===== src/rtl/lp_plate_seq.sv =====
// License-plate recognition sequencer: runs the labeling engine, collects
// classifier characters into a small buffer, then streams them out in order.
module lp_plate_seq #(
  parameter int unsigned ADDR_W    = 16,
  parameter int unsigned PIX_W     = 8,
  parameter int unsigned CH_W      = 6,
  parameter int unsigned MAX_CHARS = 8,
  parameter int unsigned TO_CYCLES = 65535
) (
  input  logic                         clk,
  input  logic                         rst,
  input  logic                         start,
  input  logic [PIX_W-1:0]             th_low,
  input  logic [PIX_W-1:0]             th_high,
  output logic                         ccl_start,
  output logic [PIX_W-1:0]             ccl_th_low,
  output logic [PIX_W-1:0]             ccl_th_high,
  input  logic                         ccl_done,
  input  logic [ADDR_W-1:0]            ccl_addr,
  output logic                         cls_start,
  input  logic [ADDR_W-1:0]            cls_addr,
  input  logic                         cls_valid,
  input  logic [CH_W-1:0]              cls_char,
  input  logic                         cls_ok,
  input  logic                         cls_done,
  output logic [ADDR_W-1:0]            pix_addr,
  output logic [CH_W-1:0]              ch_data,
  output logic                         ch_valid,
  output logic                         ch_last,
  input  logic                         ch_ready,
  output logic                         busy,
  output logic                         done,
  output logic [$clog2(MAX_CHARS):0]   char_cnt,
  output logic [7:0]                   rej_cnt,
  output logic                         err_timeout,
  output logic                         err_overflow
);

  localparam int unsigned IDX_W = $clog2(MAX_CHARS);
  localparam int unsigned CNT_W = IDX_W + 1;
  localparam int unsigned TO_W  = $clog2(TO_CYCLES + 1);

  typedef enum logic [2:0] {
    S_IDLE,
    S_CCL,
    S_CLS,
    S_DRAIN,
    S_FIN
  } state_t;

  state_t            state;
  logic [TO_W-1:0]   to_cnt;
  logic [IDX_W-1:0]  rd_ptr;
  logic [CH_W-1:0]   buf_mem [MAX_CHARS];

  logic              full_c;
  logic              wr_en_c;
  logic [CNT_W-1:0]  cnt_nxt_c;
  logic [CH_W-1:0]   first_c;
  logic              to_hit_c;
  logic              cls_end_c;
  logic [IDX_W-1:0]  rd_nxt_c;

  // Buffer write decision and drain helpers shared by the sequencer.
  always_comb begin
    full_c    = (char_cnt == CNT_W'(MAX_CHARS));
    wr_en_c   = (state == S_CLS) && cls_valid && cls_ok && !full_c;
    cnt_nxt_c = wr_en_c ? (char_cnt + CNT_W'(1)) : char_cnt;
    // A character arriving together with cls_done into an empty buffer is
    // not in the memory yet, so forward it directly as the first beat.
    first_c   = (char_cnt == '0) ? cls_char : buf_mem[0];
    to_hit_c  = (to_cnt == TO_W'(1));
    cls_end_c = cls_done || (!cls_valid && to_hit_c);
    rd_nxt_c  = rd_ptr + IDX_W'(1);
  end

  // Shared image memory address follows whichever engine owns the phase.
  always_comb begin
    pix_addr = '0;
    case (state)
      S_CCL:   pix_addr = ccl_addr;
      S_CLS:   pix_addr = cls_addr;
      default: pix_addr = '0;
    endcase
  end

  // Character storage; validity is tracked by char_cnt, so no reset needed.
  always_ff @(posedge clk) begin
    if (wr_en_c) buf_mem[char_cnt[IDX_W-1:0]] <= cls_char;
  end

  // Frame sequencer with registered pulses, counters and stream outputs.
  always_ff @(posedge clk or negedge rst) begin
    if (!rst) begin
      state        <= S_IDLE;
      to_cnt       <= '0;
      rd_ptr       <= '0;
      ccl_start    <= 1'b0;
      cls_start    <= 1'b0;
      ccl_th_low   <= '0;
      ccl_th_high  <= '0;
      ch_data      <= '0;
      ch_valid     <= 1'b0;
      ch_last      <= 1'b0;
      busy         <= 1'b0;
      done         <= 1'b0;
      char_cnt     <= '0;
      rej_cnt      <= '0;
      err_timeout  <= 1'b0;
      err_overflow <= 1'b0;
    end else begin
      ccl_start <= 1'b0;
      cls_start <= 1'b0;
      done      <= 1'b0;
      case (state)
        S_IDLE: begin
          if (start) begin
            ccl_th_low   <= th_low;
            ccl_th_high  <= th_high;
            char_cnt     <= '0;
            rej_cnt      <= '0;
            err_timeout  <= 1'b0;
            err_overflow <= 1'b0;
            ccl_start    <= 1'b1;
            busy         <= 1'b1;
            to_cnt       <= TO_W'(TO_CYCLES);
            state        <= S_CCL;
          end
        end
        S_CCL: begin
          if (ccl_done) begin
            cls_start <= 1'b1;
            to_cnt    <= TO_W'(TO_CYCLES);
            state     <= S_CLS;
          end else if (to_hit_c) begin
            // Buffer is always empty during labeling, so skip straight to FIN.
            err_timeout <= 1'b1;
            done        <= 1'b1;
            state       <= S_FIN;
          end else begin
            to_cnt <= to_cnt - TO_W'(1);
          end
        end
        S_CLS: begin
          if (cls_valid) begin
            if (cls_ok) begin
              if (full_c) err_overflow <= 1'b1;
              else        char_cnt     <= cnt_nxt_c;
            end else if (rej_cnt != 8'hFF) begin
              rej_cnt <= rej_cnt + 8'd1;
            end
          end
          if (cls_end_c) begin
            if (!cls_done) err_timeout <= 1'b1;
            if (cnt_nxt_c != '0) begin
              ch_valid <= 1'b1;
              ch_data  <= first_c;
              ch_last  <= (cnt_nxt_c == CNT_W'(1));
              rd_ptr   <= '0;
              state    <= S_DRAIN;
            end else begin
              done  <= 1'b1;
              state <= S_FIN;
            end
          end else if (cls_valid) begin
            to_cnt <= TO_W'(TO_CYCLES);
          end else begin
            to_cnt <= to_cnt - TO_W'(1);
          end
        end
        S_DRAIN: begin
          if (ch_ready) begin
            if (ch_last) begin
              ch_valid <= 1'b0;
              ch_last  <= 1'b0;
              ch_data  <= '0;
              done     <= 1'b1;
              state    <= S_FIN;
            end else begin
              rd_ptr  <= rd_nxt_c;
              ch_data <= buf_mem[rd_nxt_c];
              ch_last <= ((CNT_W'(rd_ptr) + CNT_W'(2)) == char_cnt);
            end
          end
        end
        S_FIN: begin
          busy  <= 1'b0;
          state <= S_IDLE;
        end
        default: state <= S_IDLE;
      endcase
    end
  end

endmodule


===== config.mk =====
export PLATFORM = sky130hd
export DESIGN_NAME = lp_plate_seq
export DESIGN_NICKNAME = d
export VERILOG_FILES = /design/src/rtl/lp_plate_seq.sv
export SDC_FILE = /design/constraint.sdc
export NUM_CORES = 1
export LEC_CHECK = 0
export CAP_MARGIN = 0
export CELL_PAD_IN_SITES_DETAIL_PLACEMENT = 0
export CELL_PAD_IN_SITES_GLOBAL_PLACEMENT = 1
export CORE_MARGIN = 4
export CORE_UTILIZATION = 43
export DETAILED_ROUTE_END_ITERATION = 16
export PLACE_DENSITY_LB_ADDON = 0.1
export RECOVER_POWER = 25
export SETUP_SLACK_MARGIN = 0.1
export SLEW_MARGIN = 20
export SYNTH_ARGS = -nofsm -noshare
export SYNTH_HDL_FRONTEND = slang
export SYNTH_SLANG_ARGS = --single-unit

===== constraint.sdc =====
create_clock -name clk -period 7.8 [get_ports clk]
set_clock_uncertainty 0.05 [all_clocks]
set_input_delay 2.34 -clock clk [delete_from_list [all_inputs] [get_ports clk]]
set_output_delay 2.34 -clock clk [all_outputs]
set_load 0.02 [all_outputs]

==> results of run 1 <==
==> registers in the layout, indices dropped and copies added (netlist names), 3 cells and up <==
register	count
ccl_th_low	8
ccl_th_high	8
ch_data	6
state	3
char_cnt	4
to_cnt	16
rej_cnt	8
buf_mem	48
rd_ptr	3
==> final cells by class <==
cell class,count,area [um^2]
Fill cell,1073,5140
Sequential cell,112,3040
Multi-Input combinational cell,318,2190
Timing Repair Buffer,123,1210
Clock buffer,9,225
Tap cell,168,210
Clock inverter,7,55.1
Inverter,11,41.3
==> through the flow <==
| stage | utilization (%) | hold WS, ps | power (uW) |
|---|---|---|---|
| finish | 57.6 | 421 | 2210 |
| global route | 57.6 | 460 | 2360 |
| CTS | 57.6 | 433 | 2240 |
| detailed placement | 55.2 | 416 | 1800 |
| global placement | 55.2 | 408 | 1780 |
| floorplan | - | 392 | 1400 |
==> Yosys cell counts, types with 10 or more instances <==
cell / n / share of area (%)
edfxtp_1: 48 / 27
inv_1: 11 / 0.77
clkbuf_1: 18 / 1.3
nor2_1: 31 / 2.2
dfrtp_1: 64 / 30
nor3_1: 12 / 1.1
a21oi_1: 31 / 2.9
o21ai_0: 17 / 1.6
nand2_1: 72 / 5.0
nand3_1: 10 / 0.93
mux4_2: 12 / 5.0
a22o_1: 20 / 3.3
==> worst max path at each step <==
| stage | start | to | slack, ps |
|---|---|---|---|
| 6_report | cls_addr[10] | pix_addr[10] | 1830 |
| 5_1_grt | rst | to_cnt[6] | 1700 |
| 4_1_cts | cls_addr[0] | pix_addr[0] | 1830 |
| 3_5_place_dp | cls_addr[0] | pix_addr[0] | 1830 |
| 3_3_place_gp | cls_addr[10] | pix_addr[10] | 1840 |
| 2_1_floorplan | cls_addr[0] | pix_addr[0] | 2810 |
==> routing by layer <==
layer	vias to the layer above	wire [um]
met2	135	6300
met3	12	970
li1	1947	-
met5	-	0
met4	0	116
met1	2016	5730
==> power groups by stage <==
| stage | Combinational, uW | Clock (uW) | Sequential, uW |
|---|---|---|---|
| after global placement | 958 | 0 | 825 |
| after detailed placement | 968 | 0 | 828 |
| after CTS | 970 | 449 | 819 |
| after floorplan | 539 | 0 | 861 |
| final | 962 | 433 | 818 |
| after global routing | 1040 | 472 | 840 |
==> cell families after synthesis <==
group,count (synthesis)
simple gates,170
flops,112
compound gates,103
buf+inv,34
mux,26
xor+xnor,12
fa+ha+maj,7
==> worst max-delay path: stages <==
cell,delay (ps)
clkdlybuf4s50_1,460
a22o_1,150
clkdlybuf4s50_1,620
==> results.tsv, run 1 <==
stage	metric	value	unit
floorplanning	Core Box Area	12100	um^2
route	drt via density	5.49	
pwr	peak supply drop	171	uV
route	DR DRC count	0	
route	wire per inst	17.5	um
sta	fin worst setup slack	1830	ps
worst_setup_path	critical path required time	5410	ps
sta	Tmin final	5970	ps
route	1st-iter DRT viols	256	
clock_network	H-tree levels	3	
sta	slew margin rel.	-129	%
finish	most frequent cells in the layout	clkdlybuf4s50_1 (117), nand2_1 (72), dfrtp_1 (64), edfxtp_1 (48)	
route	total wire length	13100	um
finish	Area growth, synth to finish	30.1	%
pwr	Seq pwr share	37.0	%
logic_synthesis	Netlist cell types	56	
sta	fin crit share	76.5	%
finish	nets@finish	644	
floorplanning	Rows	40	
logic_synthesis	register area share after synthesis	56.7	%
route	1st-pass router iterations	4	
worst_setup_path	CP Capture Type	primary output	
floorplanning	die height	120	um
worst_setup_path	critical path data arrival time	3580	ps
sta	Final Hold Viols	0	
logic_synthesis	ys flop type	dfrtp_1	
logic_synthesis	simple-gate portion of the synthesized area	15.4	%
logic_synthesis	ys async rst share	57.1	%
grt	first-pass GRT wire length	21500	um
clock_network	Bufs on Longest Clock Path	2	
logic_synthesis	Yosys warnings	0	
pwr	Comb pwr share	43.5	%
finish	# diodes	0	
place	IO buf count	119	
finish	Final Non-Filler Cells	748	
floorplanning	Die Wd	120	um
finish	most common cell after layout, fill and taps aside	clkdlybuf4s50_1	
clock_network	clk sink count	112	
logic_synthesis	synthesis-stage register bit count	112	
clock_network	Post-CTS Setup Repair Bufs	0	
logic_synthesis	post-synthesis cell area	5360	um^2
logic_synthesis	post-synthesis adder-cell area fraction	1.63	%
worst_setup_path	CP Max Fanout	1	
run_status	outcome	finished with violations	
place	routability cong.	0.771	
grt	total gr overflow	0	
grt	M1 GR Usage	25.4	%
sta	setup TNS	0	ps
grt	layer with the highest usage	met2	
place	cell area after placement	6690	um^2
clock_network	cts hold-fix bufs	0	
pwr	Psw	829	uW
logic_synthesis	Synth Area in Compound Gates	13.2	%
grt	largest net degree at the start of global routing	65	
finish	Finished Cell Area	6970	um^2
worst_hold_path	Hold Path End	to_cnt[15]	
floorplanning	Die ar.	14300	um^2
sta	max-slew violation count	65	
logic_synthesis	combinational family with the most area after synthesis	simple AND/OR/NAND/NOR gates	
place	Final HPWL DP	9440	um
place	Setup WS pre-CTS	1830	ps
logic_synthesis	Syn Nets	533	
sta	actual slew at the worst max-slew pin	3430	ps
sta	Setup-failing EPs final	0	
floorplanning	Ports	120	
worst_hold_path	worst hold path class	reg -> reg	
logic_synthesis	number of synthesized flops with an enable pin	48	
place	DP Cell Count	732	
logic_synthesis	multiplexer share of the synthesized area	8.33	%
worst_setup_path	Register-to-Register Setup Slack	4750	ps
worst_setup_path	Critical Path Start Type	input port	
run_status	failing checks	capacitance limit, slew limit	
clock_network	worst-skew pair later-pin latency	350	ps
floorplanning	starting density of the core	44.3	%
sta	fmax	0.168	GHz
route	Via Count	4110	
pwr	Clk pwr share	19.6	%
grt	GR Layer Usage met3	6.27	%
grt	met2 Resource Use GR	30.4	%
worst_setup_path	CP Class	in -> out	
logic_synthesis	XOR/XNOR Fraction of Synth Area	1.96	%
worst_setup_path	r2r startpoint	state[1]	
grt	vias in the first global route	4109	
sta	unrepaired setup endpoints after global routing	no	
clock_network	clk slew on worst S/H paths	70	ps
clock_network	TritonCTS Buffers	9	
grt	initial antenna violation count	0	
finish	layout cell share with drive strength beyond 1	8.10	%
worst_hold_path	Hold Path Depth	1	
logic_synthesis	syn_area_per_cell	11.6	um^2
clock_network	CTS Root Cell	clkbuf_16	
clock_network	PostCTS Resize Cnt	0	
worst_setup_path	capturing point of the worst reg2reg path	buf_mem[1][2]	
pwr	Leak	0.00265	uW
grt	GRT Util Overall	18.9	%
pwr	Pint	1380	uW
route	post-route antenna net violation count	0	
worst_setup_path	Worst Reg-to-Reg Cells	3	
pwr	Sw Share	37.4	%
clock_network	TritonCTS clock tree	done	
worst_hold_path	Hold Startpoint	to_cnt[15]	
pwr	PwrDens	317	nW/um^2
job	MaxCap Viol Count	1	
logic_synthesis	Mapped Cells	464	
No activity file was read; power rests on OpenSTA's default activity.
==> run 2: changes to the inputs <==
--- a/config.mk
+++ b/config.mk
@@ -9,7 +9,7 @@
 export CELL_PAD_IN_SITES_DETAIL_PLACEMENT = 0
 export CELL_PAD_IN_SITES_GLOBAL_PLACEMENT = 1
 export CORE_MARGIN = 4
-export CORE_UTILIZATION = 43
+export CORE_UTILIZATION = 40
 export DETAILED_ROUTE_END_ITERATION = 16
 export PLACE_DENSITY_LB_ADDON = 0.1
 export RECOVER_POWER = 25
==> constraint.sdc (replaced) <==
create_clock -name clk -period 5.5 [get_ports clk]
set_clock_uncertainty 0.05 [all_clocks]
set_input_delay 1.65 -clock clk [delete_from_list [all_inputs] [get_ports clk]]
set_output_delay 1.65 -clock clk [all_outputs]
set_load 0.02 [all_outputs]
==> results.tsv, run 2 (synthesis gave the netlist of run 1 again) <==
stage	metric	value	unit
run_status	outcome	finished with violations	
grt	GRT Util Overall	17.5	%
worst_hold_path	worst hold path class	reg -> reg	
finish	Final Non-Filler Cells	761	
route	met1 wire length	5540	um
sta	actual slew at the worst max-slew pin	1530	ps
finish	Area growth, synth to finish	31.7	%
route	1st-iter DRT viols	244	
clock_network	clk sink count	112	
sta	Setup-failing EPs final	0	
worst_setup_path	CP Max Fanout	1	
place	IO buf count	119	
finish	# diodes	0	
pwr	Total Power	3210	uW
worst_setup_path	stages on the worst setup path	3	
route	1st-pass router iterations	4	
floorplanning	die height	124	um
clock_network	Bufs on Longest Clock Path	2	
job	MaxCap Viol Count	1	
worst_setup_path	CP Capture Type	primary output	
route	Via Count	4119	
floorplanning	Die Wd	124	um
pwr	peak supply drop	208	uV
route	DR DRC count	0	
grt	first-pass GRT wire length	20600	um
clock_network	H-tree levels	3	
floorplanning	Die ar.	15300	um^2
route	met3 WL	1110	um
clock_network	PostCTS Resize Cnt	0	
finish	layout cell share with drive strength beyond 1	9.06	%
clock_network	cts hold-fix bufs	0	
sta	fin crit share	83.5	%
clock_network	worst-skew pair later-pin latency	360	ps
worst_setup_path	critical path data arrival time	2890	ps
worst_setup_path	critical path, cell by cell	clkdlybuf4s50_1 -> a22o_1 -> clkdlybuf4s50_1	
route	post-route antenna net violation count	0	
route	met2 WL post-DR	6630	um
finish	register area	3040	um^2
worst_setup_path	critical path required time	3800	ps
clock_network	TritonCTS clock tree	done	
finish	most common cell after layout, fill and taps aside	clkdlybuf4s50_1	
clock_network	CTS Root Cell	clkbuf_16	
floorplanning	Core Box Area	13200	um^2
floorplanning	starting density of the core	40.7	%
clock_network	clk slew on worst S/H paths	80	ps
grt	vias in the first global route	3993	
finish	nets@finish	649	
clock_network	Post-CTS Setup Repair Bufs	0	
route	drt via density	5.41	
sta	fmax	0.218	GHz
clock_network	TritonCTS Buffers	9	
worst_setup_path	CP Class	in -> out	
place	routability cong.	0.797	
worst_setup_path	Critical Path Most Common Cell	clkdlybuf4s50_1	
sta	slew margin rel.	-2.15	%
worst_setup_path	Worst Reg-to-Reg Cells	6	
sta	setup TNS	0	ps
finish	max reg flops	48	
sta	Final Hold Viols	0	
floorplanning	Rows	42	
grt	largest net degree at the start of global routing	41	
sta	unrepaired setup endpoints after global routing	no	
worst_setup_path	crit-path max cell delay	610	ps
pwr	PwrDens	455	nW/um^2
route	uppermost layer routed	met4	
worst_hold_path	Hold Path Depth	2	
grt	total gr overflow	0	
pwr	Leak	0.00270	uW
sta	Tmin final	4590	ps
finish	most frequent cells in the layout	clkdlybuf4s50_1 (112), nand2_1 (72), dfrtp_1 (64), edfxtp_1 (48)	
place	Final HPWL DP	9640	um
sta	max-slew violation count	26	
worst_setup_path	slowest stage cell, crit path	clkdlybuf4s50_1	
run_status	failing checks	capacitance limit, slew limit	
grt	initial antenna violation count	0	
worst_setup_path	Critical Path Start Type	input port	
place	DP Cell Count	745	
worst_setup_path	Crit path buffers/inverters	2	
worst_setup_path	Crit path max-delay family	buffers and inverters	
floorplanning	Ports	120	
route	total wire length	13400	um
finish	multi-input gate area in the final layout	2190	um^2
finish	fillers	1182	
route	wire per inst	17.6	um
run 2: path summary, 6_finish.rpt:
path / start / endpoint / slack [ps]
max in group asynchronous: rst / rej_cnt[7] / 2530
worst min register to register: ccl_th_high[3] / ccl_th_high[3] / 430
min in group asynchronous: rst / ch_data[2] / 1600
worst min-delay path: ccl_th_high[3] / ccl_th_high[3] / 430
worst max-delay path: ccl_addr[14] / pix_addr[14] / 910
worst max register to register: state[1] / ch_data[4] / 2440
run 2: per-layer routing:
| layer | vias to the layer above | global-route usage [%] |
|---|---|---|
| met3 | 13 | 5.31 |
| met1 | 2029 | 21.7 |
| met5 | - | 0 |
| li1 | 1964 | - |
| met4 | 0 | 4.91 |
| met2 | 113 | 29.6 |
run 2: area by class of cell:
| type | count | share of cell area (%) |
|---|---|---|
| sequential | 112 | 43.1 |
| multi-input combinational | 318 | 31.0 |
| timing repair buffer | 128 | 17.7 |
| clock buffer | 9 | 3.19 |
| tap | 176 | 3.12 |
| clock inverter | 7 | 1.26 |
| inverter | 11 | 0.585 |
run 2: stage by stage:
step                      setup WS [ps]  instance area (um^2)  hold slack, ps  utilization, %
after global routing                883                  7060             450            53.5
after global placement              925                  6740             408            51.1
after floorplan                    1890                  5360             392               -
final                               908                  7060             426            53.5
after detailed placement            905                  6740             412            51.1
after CTS                           899                  7050             432            53.5
run 2: power breakdown:
group	switching [uW]	internal, uW	leakage [uW]
logic	718	656	0.00135
clock network	347	334	0.000154
registers	158	1000	0.00119
total	1220	1990	0.00270
run 2: worst min-delay path: cells and delay by family (launching register included):
| kind | cells | cell delay (ps) |
|---|---|---|
| DFF | 1 | 340 |
| and+or+nand+nor | 2 | 110 |
==> run 3: changes to the inputs <==
--- a/config.mk
+++ b/config.mk
@@ -9,7 +9,7 @@
 export CELL_PAD_IN_SITES_DETAIL_PLACEMENT = 0
 export CELL_PAD_IN_SITES_GLOBAL_PLACEMENT = 1
 export CORE_MARGIN = 4
-export CORE_UTILIZATION = 40
+export CORE_UTILIZATION = 36
 export DETAILED_ROUTE_END_ITERATION = 16
 export PLACE_DENSITY_LB_ADDON = 0.1
 export RECOVER_POWER = 25
==> constraint.sdc (replaced) <==
create_clock -name clk -period 4 [get_ports clk]
set_clock_uncertainty 0.05 [all_clocks]
set_input_delay 1.2 -clock clk [delete_from_list [all_inputs] [get_ports clk]]
set_output_delay 1.2 -clock clk [all_outputs]
set_load 0.02 [all_outputs]
==> results.tsv, run 3 (synthesis gave the netlist of run 1 again) <==
stage	metric	value	unit
run_status	outcome	finished with violations	
run_status	failing checks	capacitance limit, slew limit	
worst_setup_path	CP Class	in -> out	
sta	Final Hold Viols	0	
finish	nets@finish	661	
finish	Final Non-Filler Cells	781	
sta	actual slew at the worst max-slew pin	1690	ps
route	wire per inst	17.7	um
pwr	PwrDens	619	nW/um^2
pwr	peak supply drop	263	uV
finish	max reg flops	48	
pwr	Comb pwr share	45.0	%
finish	Finished Cell Area	7130	um^2
route	total wire length	13800	um
worst_setup_path	Critical path origin	cls_addr[3]	
route	DR DRC count	0	
place	IO buf count	119	
floorplanning	Die Wd	130	um
finish	layout cell share with drive strength beyond 1	10.6	%
route	drt via density	5.32	
floorplanning	Rows	44	
worst_setup_path	CP Capture Type	primary output	
worst_setup_path	capturing point of the worst reg2reg path	ch_last	
pwr	Pint	2800	uW
clock_network	Post-CTS Setup Repair Bufs	0	
floorplanning	starting density of the core	36.8	%
grt	initial antenna violation count	0	
clock_network	TritonCTS Buffers	9	
sta	setup TNS	0	ps
clock_network	clk slew on worst S/H paths	70	ps
pwr	Total Power	4410	uW
route	1st-pass router iterations	4	
clock_network	CTS Root Cell	clkbuf_16	
floorplanning	Die ar.	16900	um^2
worst_setup_path	Register-to-Register Setup Slack	1180	ps
finish	Area growth, synth to finish	32.9	%
clock_network	H-tree levels	3	
floorplanning	die height	130	um
sta	fin worst setup slack	341	ps
worst_setup_path	critical path required time	2750	ps
grt	first-pass GRT wire length	21300	um
floorplanning	Ports	120	
place	routability cong.	0.787	
worst_hold_path	worst hold path class	reg -> reg	
job	MaxCap Viol Count	1	
route	Via Count	4156	
place	Setup WS pre-CTS	321	ps
place	DP Cell Count	765	
clock_network	clk sink count	112	
grt	GRT Util Overall	16.5	%
sta	max-slew violation count	65	
place	cell area after placement	6850	um^2
worst_setup_path	r2r startpoint	char_cnt[0]	
finish	# diodes	0	
pwr	Sw Share	36.6	%
sta	Setup-failing EPs final	0	
finish	most common cell after layout, fill and taps aside	clkdlybuf4s50_1	
sta	Tmin final	3660	ps
grt	total gr overflow	0	
sta	fmax	0.273	GHz
floorplanning	Core Box Area	14600	um^2
pwr	Leak	0.00274	uW
worst_setup_path	critical path endpoint	pix_addr[3]	
pwr	Clk pwr share	20.3	%
place	Final HPWL DP	9740	um
route	1st-iter DRT viols	242	
clock_network	TritonCTS clock tree	done	
worst_setup_path	Critical Path Start Type	input port	
clock_network	worst-skew pair later-pin latency	350	ps
worst_setup_path	critical path data arrival time	2410	ps
worst_setup_path	Worst Reg-to-Reg Cells	8	
pwr	Psw	1610	uW
worst_setup_path	CP Max Fanout	1	
sta	slew margin rel.	-12.8	%
grt	largest net degree at the start of global routing	65	
sta	fin crit share	91.5	%
pwr	Seq pwr share	34.7	%
finish	most frequent cells in the layout	clkdlybuf4s50_1 (117), nand2_1 (72), dfrtp_1 (64), edfxtp_1 (48)	
grt	vias in the first global route	3963	
clock_network	Bufs on Longest Clock Path	2	
sta	unrepaired setup endpoints after global routing	no	
route	post-route antenna net violation count	0	
-- run 3: changes by cell type in the layout (fill, tap and decap cells not counted), sizes merged --
cell	delta
clkdlybuf4s50	+5
inv	-5
bufinv	+1
dlygate4sd3	-5
buf	+12
clkinvlp	+1
clkbuf	+3
-- run 3: timing repair --
action,4_1_cts,5_1_grt
hold buffers,0,0
endpoints found under the setup margin,0,16
resized for setup,0,1
-- run 3: worst min path at each step --
stage | end | start | cells past startpoint
finish | ccl_th_low[2] | ccl_th_low[2] | 2
CTS | ccl_th_low[2] | ccl_th_low[2] | 2
floorplan | to_cnt[14] | to_cnt[14] | 1
detailed placement | ccl_th_low[2] | ccl_th_low[2] | 2
global placement | ccl_th_low[2] | ccl_th_low[2] | 2
global route | ccl_th_low[5] | ccl_th_low[5] | 2
-- run 3: per-layer routing --
| metal | up-vias | wire length, um | GRT usage (%) |
|---|---|---|---|
| li1 | 1982 | - | - |
| met1 | 2027 | 5990 | 22.2 |
| met2 | 128 | 6520 | 26.2 |
| met3 | 19 | 1040 | 3.89 |
| met4 | 0 | 257 | 5.87 |
| met5 | - | 0 | 0 |
-- run 3: layout make-up --
class | instances | area [um^2]
repair buffers | 140 | 1340
clock inverters | 4 | 55.1
well taps | 184 | 230
multi-input cells | 318 | 2180
inverters | 11 | 41.3
flip-flops and latches | 112 | 3040
fillers | 1282 | 7460
clock buffers | 12 | 236
-- run 3: metrics by stage --
step / util [%] / hold slack [ps]
2_1_floorplan: - / 392
3_3_place_gp: 47.0 / 408
3_5_place_dp: 47.0 / 411
4_1_cts: 49.0 / 429
5_1_grt: 48.9 / 448
6_report: 48.9 / 423
-- run 3: power by group through the flow --
stage / Sequential (uW) / Combinational, uW / Clock (uW)
finish: 1530 / 1990 / 895
detailed placement: 1560 / 2010 / 0
global placement: 1550 / 1990 / 0
floorplan: 1680 / 1050 / 0
global route: 1560 / 2160 / 977
CTS: 1530 / 2010 / 923
-- run 3: worst max-delay path, cell delays in order --
cell and delay, ps:
clkdlybuf4s50_1 460, a22o_1 140, clkdlybuf4s50_1 610
